File: config.mk
export PLATFORM = sky130hd
export DESIGN_NAME = sd_card_writer
export DESIGN_NICKNAME = d
export VERILOG_FILES = /design/src/rtl/sd_card_writer.sv
export SDC_FILE = /design/constraint.sdc
export NUM_CORES = 1
export LEC_CHECK = 0
export CAP_MARGIN = 20
export CELL_PAD_IN_SITES_DETAIL_PLACEMENT = 0
export CELL_PAD_IN_SITES_GLOBAL_PLACEMENT = 1
export CORE_MARGIN = 10
export CORE_UTILIZATION = 45
export DETAILED_ROUTE_END_ITERATION = 8
export HOLD_SLACK_MARGIN = 0.15
export PLACE_DENSITY = 0.78
export SYNTH_ARGS = -nofsm -noshare
export SYNTH_HDL_FRONTEND = slang
export SYNTH_SLANG_ARGS = --single-unit
File: constraint.sdc
create_clock -name clk_spi -period 5.2 [get_ports clk_spi]
set_input_delay 0.52 -clock clk_spi [delete_from_list [all_inputs] [get_ports clk_spi]]
set_output_delay 0.52 -clock clk_spi [all_outputs]
set_load 0.1 [all_outputs]
File: src/rtl/sd_card_writer.sv
// Streams BLOCK_COUNT blocks from a 1-bit frame RAM to an initialised SD card as CMD24 writes.
// Each SPI byte takes 16 clk_spi cycles; each data byte is preceded by an 11-cycle RAM fetch.
module sd_card_writer #(
   parameter int BLOCK_COUNT  = 192,
   parameter int BUSY_TIMEOUT = 65535
) (
   input  logic        clk_spi,
   input  logic        reset_btn,
   input  logic        start,
   input  logic [31:0] base_sector,
   output logic        sd_cs,
   output logic        sd_sclk,
   output logic        sd_mosi,
   input  logic        sd_miso,
   output logic [23:0] address,
   output logic        rden,
   input  logic        read_data,
   output logic        busy,
   output logic        done,
   output logic        error,
   output logic [2:0]  err_code
);

   typedef enum logic [3:0] {
      IDLE, CMD, R1WAIT, GAP, TOKEN, FETCH, DATA, CRC, DRESP, BUSYPOLL, NEXT, FAIL
   } state_t;

   localparam logic [15:0] BUSY_LAST = 16'(BUSY_TIMEOUT - 1);
   localparam logic [12:0] BLK_END   = 13'(BLOCK_COUNT);

   state_t      state;
   logic [3:0]  phase;
   logic [15:0] cnt;
   logic [3:0]  fc;
   logic [11:0] blk;
   logic [31:0] base_r;
   logic [31:0] arg;
   logic [7:0]  data_byte;
   logic [6:0]  rx_sr;
   logic [2:0]  fail_code;
   logic [7:0]  tx_byte;
   logic [7:0]  rx_byte;
   logic        byte_end;

   assign arg      = base_r + {20'd0, blk};
   assign rx_byte  = {rx_sr, sd_miso};
   assign byte_end = (phase == 4'd15);

   always_comb begin
      tx_byte = 8'hFF;
      case (state)
         CMD: begin
            case (cnt[2:0])
               3'd0:    tx_byte = 8'h58;
               3'd1:    tx_byte = arg[31:24];
               3'd2:    tx_byte = arg[23:16];
               3'd3:    tx_byte = arg[15:8];
               3'd4:    tx_byte = arg[7:0];
               default: tx_byte = 8'hFF;
            endcase
         end
         TOKEN:   tx_byte = 8'hFE;
         DATA:    tx_byte = data_byte;
         default: tx_byte = 8'hFF;
      endcase
   end

   always_ff @(posedge clk_spi or posedge reset_btn) begin
      if (reset_btn) begin
         state     <= IDLE;
         sd_cs     <= 1'b1;
         sd_sclk   <= 1'b0;
         sd_mosi   <= 1'b1;
         address   <= 24'd0;
         rden      <= 1'b0;
         busy      <= 1'b0;
         done      <= 1'b0;
         error     <= 1'b0;
         err_code  <= 3'd0;
         phase     <= 4'd0;
         cnt       <= 16'd0;
         fc        <= 4'd0;
         blk       <= 12'd0;
         base_r    <= 32'd0;
         data_byte <= 8'd0;
         rx_sr     <= 7'd0;
         fail_code <= 3'd0;
      end else begin
         done <= 1'b0;
         case (state)
            IDLE: begin
               sd_cs   <= 1'b1;
               sd_sclk <= 1'b0;
               sd_mosi <= 1'b1;
               address <= 24'd0;
               rden    <= 1'b0;
               phase   <= 4'd0;
               cnt     <= 16'd0;
               if (start) begin
                  busy     <= 1'b1;
                  error    <= 1'b0;
                  err_code <= 3'd0;
                  blk      <= 12'd0;
                  base_r   <= base_sector;
                  state    <= CMD;
               end
            end

            // Eight reads in flight; data for the read issued at fc=n lands at fc=n+3.
            FETCH: begin
               sd_cs   <= 1'b0;
               sd_sclk <= 1'b0;
               if (fc < 4'd8) begin
                  address <= {blk, cnt[8:0], fc[2:0]};
                  rden    <= 1'b1;
               end else begin
                  rden <= 1'b0;
               end
               if (fc >= 4'd3)
                  data_byte <= {data_byte[6:0], read_data};
               if (fc == 4'd10) begin
                  phase <= 4'd0;
                  state <= DATA;
               end else begin
                  fc <= fc + 4'd1;
               end
            end

            FAIL: begin
               sd_cs    <= 1'b1;
               sd_sclk  <= 1'b0;
               sd_mosi  <= 1'b1;
               rden     <= 1'b0;
               error    <= 1'b1;
               err_code <= fail_code;
               busy     <= 1'b0;
               state    <= IDLE;
            end

            // Byte states: even phases drive mosi with sclk low, odd phases raise sclk and sample miso.
            default: begin
               sd_cs <= (state == NEXT);
               rden  <= 1'b0;
               if (!phase[0]) begin
                  sd_sclk <= 1'b0;
                  sd_mosi <= tx_byte[3'd7 - phase[3:1]];
               end else begin
                  sd_sclk <= 1'b1;
                  rx_sr   <= {rx_sr[5:0], sd_miso};
               end
               phase <= phase + 4'd1;
               if (byte_end) begin
                  case (state)
                     CMD: begin
                        if (cnt == 16'd5) begin
                           cnt   <= 16'd0;
                           state <= R1WAIT;
                        end else begin
                           cnt <= cnt + 16'd1;
                        end
                     end
                     R1WAIT: begin
                        if (!rx_byte[7]) begin
                           if (rx_byte == 8'h00) begin
                              state <= GAP;
                           end else begin
                              fail_code <= 3'd2;
                              state     <= FAIL;
                           end
                        end else if (cnt == 16'd7) begin
                           fail_code <= 3'd1;
                           state     <= FAIL;
                        end else begin
                           cnt <= cnt + 16'd1;
                        end
                     end
                     GAP:   state <= TOKEN;
                     TOKEN: begin
                        cnt   <= 16'd0;
                        fc    <= 4'd0;
                        state <= FETCH;
                     end
                     DATA: begin
                        if (cnt == 16'd511) begin
                           cnt   <= 16'd0;
                           state <= CRC;
                        end else begin
                           cnt   <= cnt + 16'd1;
                           fc    <= 4'd0;
                           state <= FETCH;
                        end
                     end
                     CRC: begin
                        if (cnt == 16'd1) begin
                           cnt   <= 16'd0;
                           state <= DRESP;
                        end else begin
                           cnt <= cnt + 16'd1;
                        end
                     end
                     DRESP: begin
                        if (!rx_byte[4]) begin
                           if (rx_byte[4:0] == 5'h05) begin
                              cnt   <= 16'd0;
                              state <= BUSYPOLL;
                           end else begin
                              fail_code <= 3'd3;
                              state     <= FAIL;
                           end
                        end else if (cnt == 16'd7) begin
                           fail_code <= 3'd3;
                           state     <= FAIL;
                        end else begin
                           cnt <= cnt + 16'd1;
                        end
                     end
                     BUSYPOLL: begin
                        if (rx_byte == 8'hFF) begin
                           state <= NEXT;
                        end else if (cnt == BUSY_LAST) begin
                           fail_code <= 3'd4;
                           state     <= FAIL;
                        end else begin
                           cnt <= cnt + 16'd1;
                        end
                     end
                     NEXT: begin
                        if ({1'b0, blk} + 13'd1 == BLK_END) begin
                           done  <= 1'b1;
                           busy  <= 1'b0;
                           state <= IDLE;
                        end else begin
                           blk   <= blk + 12'd1;
                           cnt   <= 16'd0;
                           state <= CMD;
                        end
                     end
                     default: state <= IDLE;
                  endcase
               end
            end
         endcase
      end
   end

endmodule

==> summary.txt <==
Setup path
  – Worst-case reg-to-reg path depth: 11
  – Critical Path RT: 5.56 ns
  – CP arrival: 3.90 ns
  – CP Class: flop to flop
  – CP endpoint kind: flop
  – Critical path startpoint category: flop
  – Critical Path Fanout Max: 14

Outcome
  – Status: finished, final reports clean

Clock tree
  – # clock sinks: 124
  – TritonCTS clock tree: yes
  – CTS Buf Count: 17
  – Post-CTS setup buffers: 0
  – Clk buf depth: 2
  – CTS clk-pin slew, worst paths: 0.06 ns
  – Post-CTS Hold Buffers: 0
  – CTS resizes: 0
  – Worst skew pair latency: 0.42 ns
  – CTS HTree Levels: 4
  – CTS root buf: clkbuf_16

Layout
  – Design area: 9090 um2
  – Inserted Diodes: 0
  – Area Growth Syn to Fin: 18.5%
  – Share of post-route cells with drive strength above 1: 11.9%
  – Final core utilization: 54.6%
  – Final nets: 977

Route
  – Final ANT Viol Nets: 0
  – Detailed Route WL: 21800 um
  – Drt drc: 0
  – Drt first pass iters: 5
  – Routed vias: 6941
  – 1st-iter DRT viols: 694
  – DR vias/cell: 6.03
  – DR WL/cell: 18.9 um

STA
  – Clock skew: 0.00851 ns
  – Setup TNS: 0 ns
  – Slew Limit Fails: 0
  – Final Hold Fails: 0
  – Slew headroom: 33.1%
  – Final setup fails: 0
  – Slew @ Worst Pin: 1.00 ns
  – Final worst-path cycle share: 68.2%
  – Unrepaired setup endpoints after global routing: no
  – Fmax: 282 MHz
  – Post-layout minimum cycle time: 3.55 ns

Die
  – # rows: 47
  – Die span in x: 151 um
  – Initial Util: 46.1%
  – DIE HEIGHT: 151 um
  – Core Region: 16600 um2
  – Full die area: 22700 um2
  – Num ports: 71

Pwr
  – Pleak: 3.63 nW
  – Worst IR Drop VDD: 0.000315 V
  – PD cells: 609 nW/um2

Synth
  – Main synth FF type: dfrtp_1
  – Synthesis warning total: 0
  – EDFF count, synth: 0
  – Avg Inst Size Synth: 8.86 um2
  – Sequential element share of the synthesized area: 40.5%
  – Synth async-reset ratio: 100%
  – Post-synthesis sequential element count: 124
  – Synth unique cells: 74
  – Post-synthesis cell count: 866
  – Syn nets: 925
  – Cell area after synthesis: 7670 um2

Min path
  – Worst min path class: input pin to asynchronous set/reset pin

Place
  – Placed cell area: 8520 um2
  – Port bufs: 70
  – GPL Wtd Cong: 0.871
  – Detailed Place HPWL: 16000 um

GRT
  – First-pass GRT wire length: 35200 um
  – Vias in the first global route: 6577
  – Gr ovfl total: 0
  – Antenna violations before repair: 0
  – All-Layer GR Usage: 19.3%
  – Largest net degree at the start of global routing: 80

Flow run
  – Maxcap violations: 0
[routing by layer]
layer  track usage, %  up-vias  wire length, um
li1                 -     3319                -
met1             27.1     3351            10400
met2             29.6      255             9890
met3             4.38       16             1380
met4             4.43        0              172
met5                0        -                0
[worst max-delay path: stages (launching register included)]
cell and delay [ns]:
dfrtp_1 0.45, ha_1 0.27, fa_1 0.44, a211oi_1 0.40
o21ai_1 0.21, a311oi_1 0.28, buf_4 0.25, mux2_2 0.35
a211o_1 0.30, a221oi_1 0.24, a211oi_1 0.08, o22a_1 0.21
[through the flow]
stage                     std cells  worst slack (ns)  hold slack (ns)  power (mW)
final                          1151              1.65            0.355        5.54
after global routing           1151              1.40            0.369        5.94
after CTS                      1150              1.69            0.468        5.54
after detailed placement       1118              1.73            0.461        4.41
after global placement         1118              1.76            0.460        4.36
after floorplan                 866              1.38            0.435        3.70
[power by group]
part / total, mW / internal, mW / switching (mW)
sequential: 1.72 / 1.26 / 0.455
clock: 1.11 / 0.615 / 0.492
combinational: 2.71 / 0.987 / 1.73
total: 5.54 / 2.86 / 2.68
[Yosys cell counts (3+ instances only)]
cell type / count / area (um2)
a2111oi_0: 4 / 35.0
a211o_1: 7 / 61.3
a211oi_1: 12 / 90.1
a21boi_0: 5 / 37.5
a21o_1: 5 / 37.5
a21oi_1: 42 / 210
a221oi_1: 3 / 26.3
a22o_1: 5 / 43.8
a22oi_1: 3 / 22.5
a31o_2: 3 / 26.3
a31oi_1: 20 / 125
and3_1: 9 / 56.3
buf_1: 3 / 11.3
buf_2: 4 / 20.0
clkbuf_1: 36 / 135
dfrtp_1: 122 / 3050
ha_1: 21 / 263
inv_1: 26 / 97.6
mux2_2: 49 / 552
mux2i_1: 7 / 70.1
nand2_1: 110 / 413
nand2b_1: 13 / 81.3
nand3_1: 44 / 220
nand3b_1: 3 / 22.5
nand4_1: 12 / 75.1
nor2_1: 61 / 229
nor2b_1: 11 / 68.8
nor3_1: 18 / 90.1
nor4_1: 13 / 81.3
o211ai_1: 3 / 22.5
o21a_1: 3 / 22.5
o21ai_0: 67 / 335
o22ai_1: 6 / 37.5
o31a_1: 3 / 26.3
o31ai_1: 29 / 218
o41ai_1: 4 / 35.0
or2_2: 7 / 43.8
or3_1: 11 / 68.8
or4_1: 6 / 45.0
xnor2_1: 8 / 70.1
xor2_1: 8 / 70.1
[sequential cells by signal, indices dropped and copies added (netlist names)]
name,flops
address,24
base_r,32
blk,12
busy,1
cnt,16
data_byte,8
done,1
err_code,3
error,1
fail_code,3
fc,4
phase,4
rden,1
rx_sr,7
sd_cs,1
sd_mosi,1
sd_sclk,1
state,4
[area by class of cell]
cell class	instances	area, um2
Tap cell	220	275
Fill cell	1521	7550
Inverter	26	100
Timing Repair Buffer	77	773
Sequential cell	124	3110
Clock buffer	17	425
Multi-Input combinational cell	672	4300
Clock inverter	15	118
[cells in the final DEF, fill, tap and decap left out, types with 6 or more instances in the layout]
cell type and n:
a31oi_1 20, nand2b_1 13, nor2_1 60, mux2_2 49, or3_1 11, nor3_1 18
nor2b_1 11, xor2_1 8, a211o_1 7, a21oi_1 42, buf_4 6, or2_2 7
o31ai_1 29, o22ai_1 6, a211oi_1 12, nor4_1 13, or4_1 6, ha_1 21
nand2_1 110, clkbuf_16 17, nand3_1 44, dfrtp_1 122, inv_1 25, o21ai_0 67
clkdlybuf4s50_1 70, and3_1 9, nand4_1 12, mux2i_1 7, xnor2_1 8
[final timing paths]
check	slack (ns)	from	endpoint
worst max-delay path	1.65	blk[0]$_DFFE_PP0P_	sd_mosi$_DFFE_PP1P_
worst min-delay path	0.36	reset_btn	address[11]$_DFFE_PP0P_
worst max register to register	1.65	blk[0]$_DFFE_PP0P_	sd_mosi$_DFFE_PP1P_
worst min register to register	0.46	fail_code[1]$_DFFE_PP0P_	err_code[1]$_DFFE_PP0P_
max in group asynchronous	4.04	reset_btn	address[14]$_DFFE_PP0P_
min in group clk_spi	0.46	fail_code[1]$_DFFE_PP0P_	err_code[1]$_DFFE_PP0P_
[cell families after synthesis]
| family | Yosys count | share of synthesized area (%) |
|---|---|---|
| buffers and inverters | 70 | 3.59 |
| muxes | 56 | 8.10 |
| AOI/OAI and AO/OA | 246 | 21.1 |
| adders and majority gates | 22 | 3.68 |
| DFF | 124 | 40.5 |
| and+or+nand+nor | 332 | 21.2 |
| xor gates and xnor gates | 16 | 1.83 |
No activity file was read; power rests on OpenSTA's default activity.
==> RTL change 1 (same settings) <==
Reset style: synchronous (`reset_btn`), changed in one clocked block.
--- a/src/rtl/sd_card_writer.sv
+++ b/src/rtl/sd_card_writer.sv
@@ -65,7 +65,7 @@
       endcase
    end
 
-   always_ff @(posedge clk_spi or posedge reset_btn) begin
+   always_ff @(posedge clk_spi) begin
       if (reset_btn) begin
          state     <= IDLE;
          sd_cs     <= 1'b1;
Check against the original RTL: differs if reset_btn is asserted again (counterexample within 4 cycles, from zero or initial values and one cycle with reset_btn high); with reset_btn held inactive, the same outputs for 4 cycles.
==> RTL change 1 against the unedited design <==
  * Worst setup slack better by 0.12 ns
  * Area after synthesis down 3.6%
  * Sequential cell count unchanged
  * Wire length up 3.4%
  * First-iteration DRC count down 7.1%
  * Cell area down 3.2%
  * Die area down 3.2%
  * Cell count up 9.5%
  * Clock skew down 0.0026 ns
Power is not compared: it rests on default switching activity, and its combinational part moved more than twofold at a synthesized area within 25%.
==> RTL change 1: results <==
[status]
status = "finished clean"

[finish]
layoutNonFillerInstCount = 1260
antennaDiodeCount = 0
fillers = 1620
largestRegisters = "base_r x32, address x24, cnt x16"
drive_above_1_share_pct = 5.65
finalNetCount = 1091

[yosys]
ys_types = 82
synth_warnings = 0
synth_top_cells_by_area = "dfxtp_1 (34%), a21oi_1 (8.5%), nand2_1 (7.7%)"
synth_seq_area_share_pct = 33.6
synth_common_cells = "nand2_1 (151), a21oi_1 (126), dfxtp_1 (124)"
synth_nets = 1053
syn_area_per_cell_um2 = 7.44
async_reset_ff_share_pct = 0

[drt]
drtPass1Iterations = 5
wirelength_um = 22600
drt_iter0_drc = 645
num_vias = 7412

[clock_tree]
numCtsBuffers = 17
cts_resized = 0
clock_latency_ns = 0.43

[worst_setup_path]
crit_family = "compound AO/OA/AOI/OAI gates"
crit_start = "phase[1]$_SDFFE_PP0P_"
slowest_delay_ns = 0.75
cp-endpoint = "cnt[5]$_SDFFE_PP0P_"
cp_max_fo = 16
rr_worst_depth = 9
r2r_slack_ns = 1.77
crit_slowest_cell = "nor3_2"
critical_path_arrival_ns = 3.79

[timing]
finalMaxSlewViolations = 0
skew_ns = 0.00593
worst_slew_margin_rel_pct = 24.2

[placement]
numPlacedInstances = 1228
gp_congestion = 0.882
hpwl_um = 16000

[global_routing]
antenna_found_initial = 0
grt_max_degree = 83
grt_pass1_wl_um = 36700
grt.total_usage_pct = 20.3
grt_pass1_vias = 6815

[hold_path]
hold_class = "flip-flop to flip-flop"
RTL change 1: cells by family (layout without fill, tap and decap cells):
| group | after synthesis | after routing | share of synthesized area [%] |
|---|---|---|---|
| DFF | 124 | 124 | 33.6 |
| adders and majority gates | 22 | 22 | 3.82 |
| buffers and inverters | 78 | 128 | 4.13 |
| muxes | 27 | 27 | 3.71 |
| and+or+nand+nor | 446 | 446 | 29.3 |
| xor gates and xnor gates | 14 | 14 | 1.66 |
| AOI/OAI and AO/OA | 283 | 283 | 23.8 |
RTL change 1: per-layer routing:
metal / routed length (um) / vias up / track usage [%]
met1: 11000 / 3446 / 27.9
met3: 1510 / 27 / 5.55
li1: - / 3700 / -
met4: 310 / 0 / 6.05
met5: 0 / - / 0
met2: 9760 / 239 / 30.2
RTL change 1: area by class of cell:
type | instances | area share [%]
Sequential cell | 124 | 28.2
Inverter | 17 | 0.725
Multi-Input combinational cell | 792 | 52.5
Clock inverter | 12 | 1.55
Timing Repair Buffer | 80 | 8.76
Clock buffer | 19 | 5.15
Tap cell | 216 | 3.07
RTL change 1: how the worst min path moves through the flow:
stage	from	endpoint	slack [ns]	depth (start not counted)
after floorplan	fail_code[2]$_SDFFE_PP0P_	err_code[2]$_SDFFE_PP0P_	0.43	2
after detailed placement	address[8]$_SDFFE_PP0P_	address[8]$_SDFFE_PP0P_	0.44	2
after CTS	address[8]$_SDFFE_PP0P_	address[8]$_SDFFE_PP0P_	0.45	2
after global placement	address[10]$_SDFFE_PP0P_	address[10]$_SDFFE_PP0P_	0.44	2
after global routing	address[5]$_SDFFE_PP0P_	address[5]$_SDFFE_PP0P_	0.47	2
final	address[8]$_SDFFE_PP0P_	address[8]$_SDFFE_PP0P_	0.45	2
RTL change 1: metrics by stage:
stage | power, uW | worst slack, ns | instance area [um^2] | utilization, %
floorplan | 2130 | 2.32 | 7390 | -
finish | 3750 | 1.77 | 8800 | 55.0
detailed placement | 2540 | 1.81 | 8200 | 51.3
global placement | 2540 | 1.84 | 8200 | 51.3
CTS | 3750 | 1.81 | 8790 | 55.0
global route | 3980 | 1.46 | 8800 | 55.0
RTL change 1: report_power, final:
part	internal, uW	switching (uW)	leakage [uW]
clock network	732	470	0.000283
registers	1040	168	0.00100
logic	433	903	0.00180
RTL change 1: tightest hold or removal path, cell delays in order (launching register included):
cell and delay [ns]:
dfxtp_1 0.31, nand2_1 0.05, a21oi_1 0.05
==> RTL change 2 (same flow settings) <==
Made on the original files. Change the parameter `BLOCK_COUNT` from 192 to 128.
--- a/src/rtl/sd_card_writer.sv
+++ b/src/rtl/sd_card_writer.sv
@@ -1,7 +1,7 @@
 // Streams BLOCK_COUNT blocks from a 1-bit frame RAM to an initialised SD card as CMD24 writes.
 // Each SPI byte takes 16 clk_spi cycles; each data byte is preceded by an 11-cycle RAM fetch.
 module sd_card_writer #(
-   parameter int BLOCK_COUNT  = 192,
+   parameter int BLOCK_COUNT  = 128,
    parameter int BUSY_TIMEOUT = 65535
 ) (
    input  logic        clk_spi,
Formal check against the unedited RTL: same outputs for any inputs over 4 cycles, from zero or initial values and one cycle with reset_btn high; that may be too few to reach the edited logic, so the function may still have changed.
==> RTL change 2 against the unedited design <==
  * Worst setup slack got worse by 0.076 ns
  * Wire length decreased by 0.44%
  * Area after synthesis decreased by 0.20%
  * Die area decreased by 0.17%
  * Total power decreased by 9.4%
  * Cell area decreased by 0.51%
  * Sequential share of layout area increased by 0.17 points
  * Sequential cell count unchanged
  * Cell count decreased by 1.7%
  * Combinational power decreased by 18%
  * Critical path type unchanged
==> RTL change 2: results <==
[status]
status = "finished clean"

[timing]
skew_ns = 0.0112
worst_slack_ns = 1.58
worst_slew_margin_rel_pct = 29.0

[finish]
finalNetCount = 958
fillers = 1509
drive_above_1_share_pct = 12.6
area_growth_pct = 18.1
buf_share_pct = 8.30
multi_input_area_share_pct = 47.0
clkCellAreaFrac_pct = 6.38
comb.multi_input.count = 657
nNonClkInverters = 22
n_sequential_cell = 124

[global_routing]
groute.layer.met2.usage_pct = 32.3
grt_pass1_vias = 6643
grt_use_met3_pct = 3.78
grt.total_usage_pct = 19.5
grt_pass1_wl_um = 35600
use_met1_pct = 25.4
grt_max_degree = 51

[yosys]
synth_seq_area_share_pct = 40.5
synth_top_cells_by_area = "dfrtp_1 (40%), mux2_2 (7.5%), nand2_1 (5.8%)"
syn_inst = 853
synth_common_cells = "dfrtp_1 (122), nand2_1 (119), o21ai_0 (70)"
synth_fa_ha_area_share_pct = 3.69
ys_types = 82
synth_compound_area_share_pct = 20.1
muxShareOfSynthArea_pct = 8.59
synthXorXnorAreaFrac_pct = 2.52
synth_nets = 912

[worst_setup_path]
cp_max_fo = 13
rr_worst_depth = 10
critical_path_arrival_ns = 3.97
crit_slowest_cell = "a311oi_2"
slowest_delay_ns = 0.85

[drt]
wl_met3_um = 918
wire_per_inst_um = 19.2
drt_iter0_drc = 468
num_vias = 6725
wirelength_um = 21700
dr_wl_met2_um = 10800
wl_met1_um = 9820
drtPass1Iterations = 7

[die]
die_area_mm2 = 0.0226

[clock_tree]
numCtsBuffers = 17

[placement]
numPlacedInstances = 1099
hpwl_um = 15700
placed_area_mm2 = 0.00846
gp_congestion = 0.875

[power_and_ir_drop]
p_leak_uw = 0.00369
ir_worst_vdd_mv = 0.349
switching_power_uw = 2280
[RTL change 2: cell types whose count changed in the layout (fill, tap and decap cells not counted), moves of 6 or more]
cell / unedited run / this run
nand2b_1: 13 / 7
a21oi_1: 42 / 48
nor4_1: 13 / 7
a211o_1: 7 / 1
a31oi_1: 20 / 14
nand2_1: 110 / 119
nor2b_1: 11 / 19
o31ai_1: 29 / 17
nor2_1: 60 / 51
[RTL change 2: cells by family (layout without fill, tap and decap cells)]
logic type,count (synthesis),count (layout)
and+or+nand+nor,323,323
buffers and inverters,72,131
muxes,59,59
adders and majority gates,22,22
AOI/OAI and AO/OA,231,231
xor gates and xnor gates,22,22
DFF,124,124
[RTL change 2: critical path, delay by kind of cell, from the launching register on]
family	cells	cell delay, ns
xor gates and xnor gates	1	0.20
and+or+nand+nor	1	0.17
adders and majority gates	2	0.71
AOI/OAI and AO/OA	6	2.00
DFF	1	0.45
[RTL change 2: how the worst min path moves through the flow]
stage / from / endpoint / slack, ns / depth (start not counted)
floorplan: fail_code[0]$_DFFE_PP0P_ / err_code[0]$_DFFE_PP0P_ / 0.44 / 2
global placement: error$_DFFE_PP0P_ / error$_DFFE_PP0P_ / 0.46 / 2
detailed placement: address[15]$_DFFE_PP0P_ / address[15]$_DFFE_PP0P_ / 0.47 / 2
CTS: reset_btn / base_r[3]$_DFFE_PP0P_ / 0.47 / 2
global route: reset_btn / base_r[3]$_DFFE_PP0P_ / 0.49 / 2
finish: reset_btn / base_r[3]$_DFFE_PP0P_ / 0.45 / 2
[RTL change 2: power groups by stage]
stage          Sequential [uW]  Combinational, uW  Clock, uW
5_1_grt                   1680               2430       1240
3_5_place_dp              1630               2190          0
3_3_place_gp              1620               2160          0
6_report                  1630               2210       1170
4_1_cts                   1620               2210       1190
2_1_floorplan             1650               1590          0
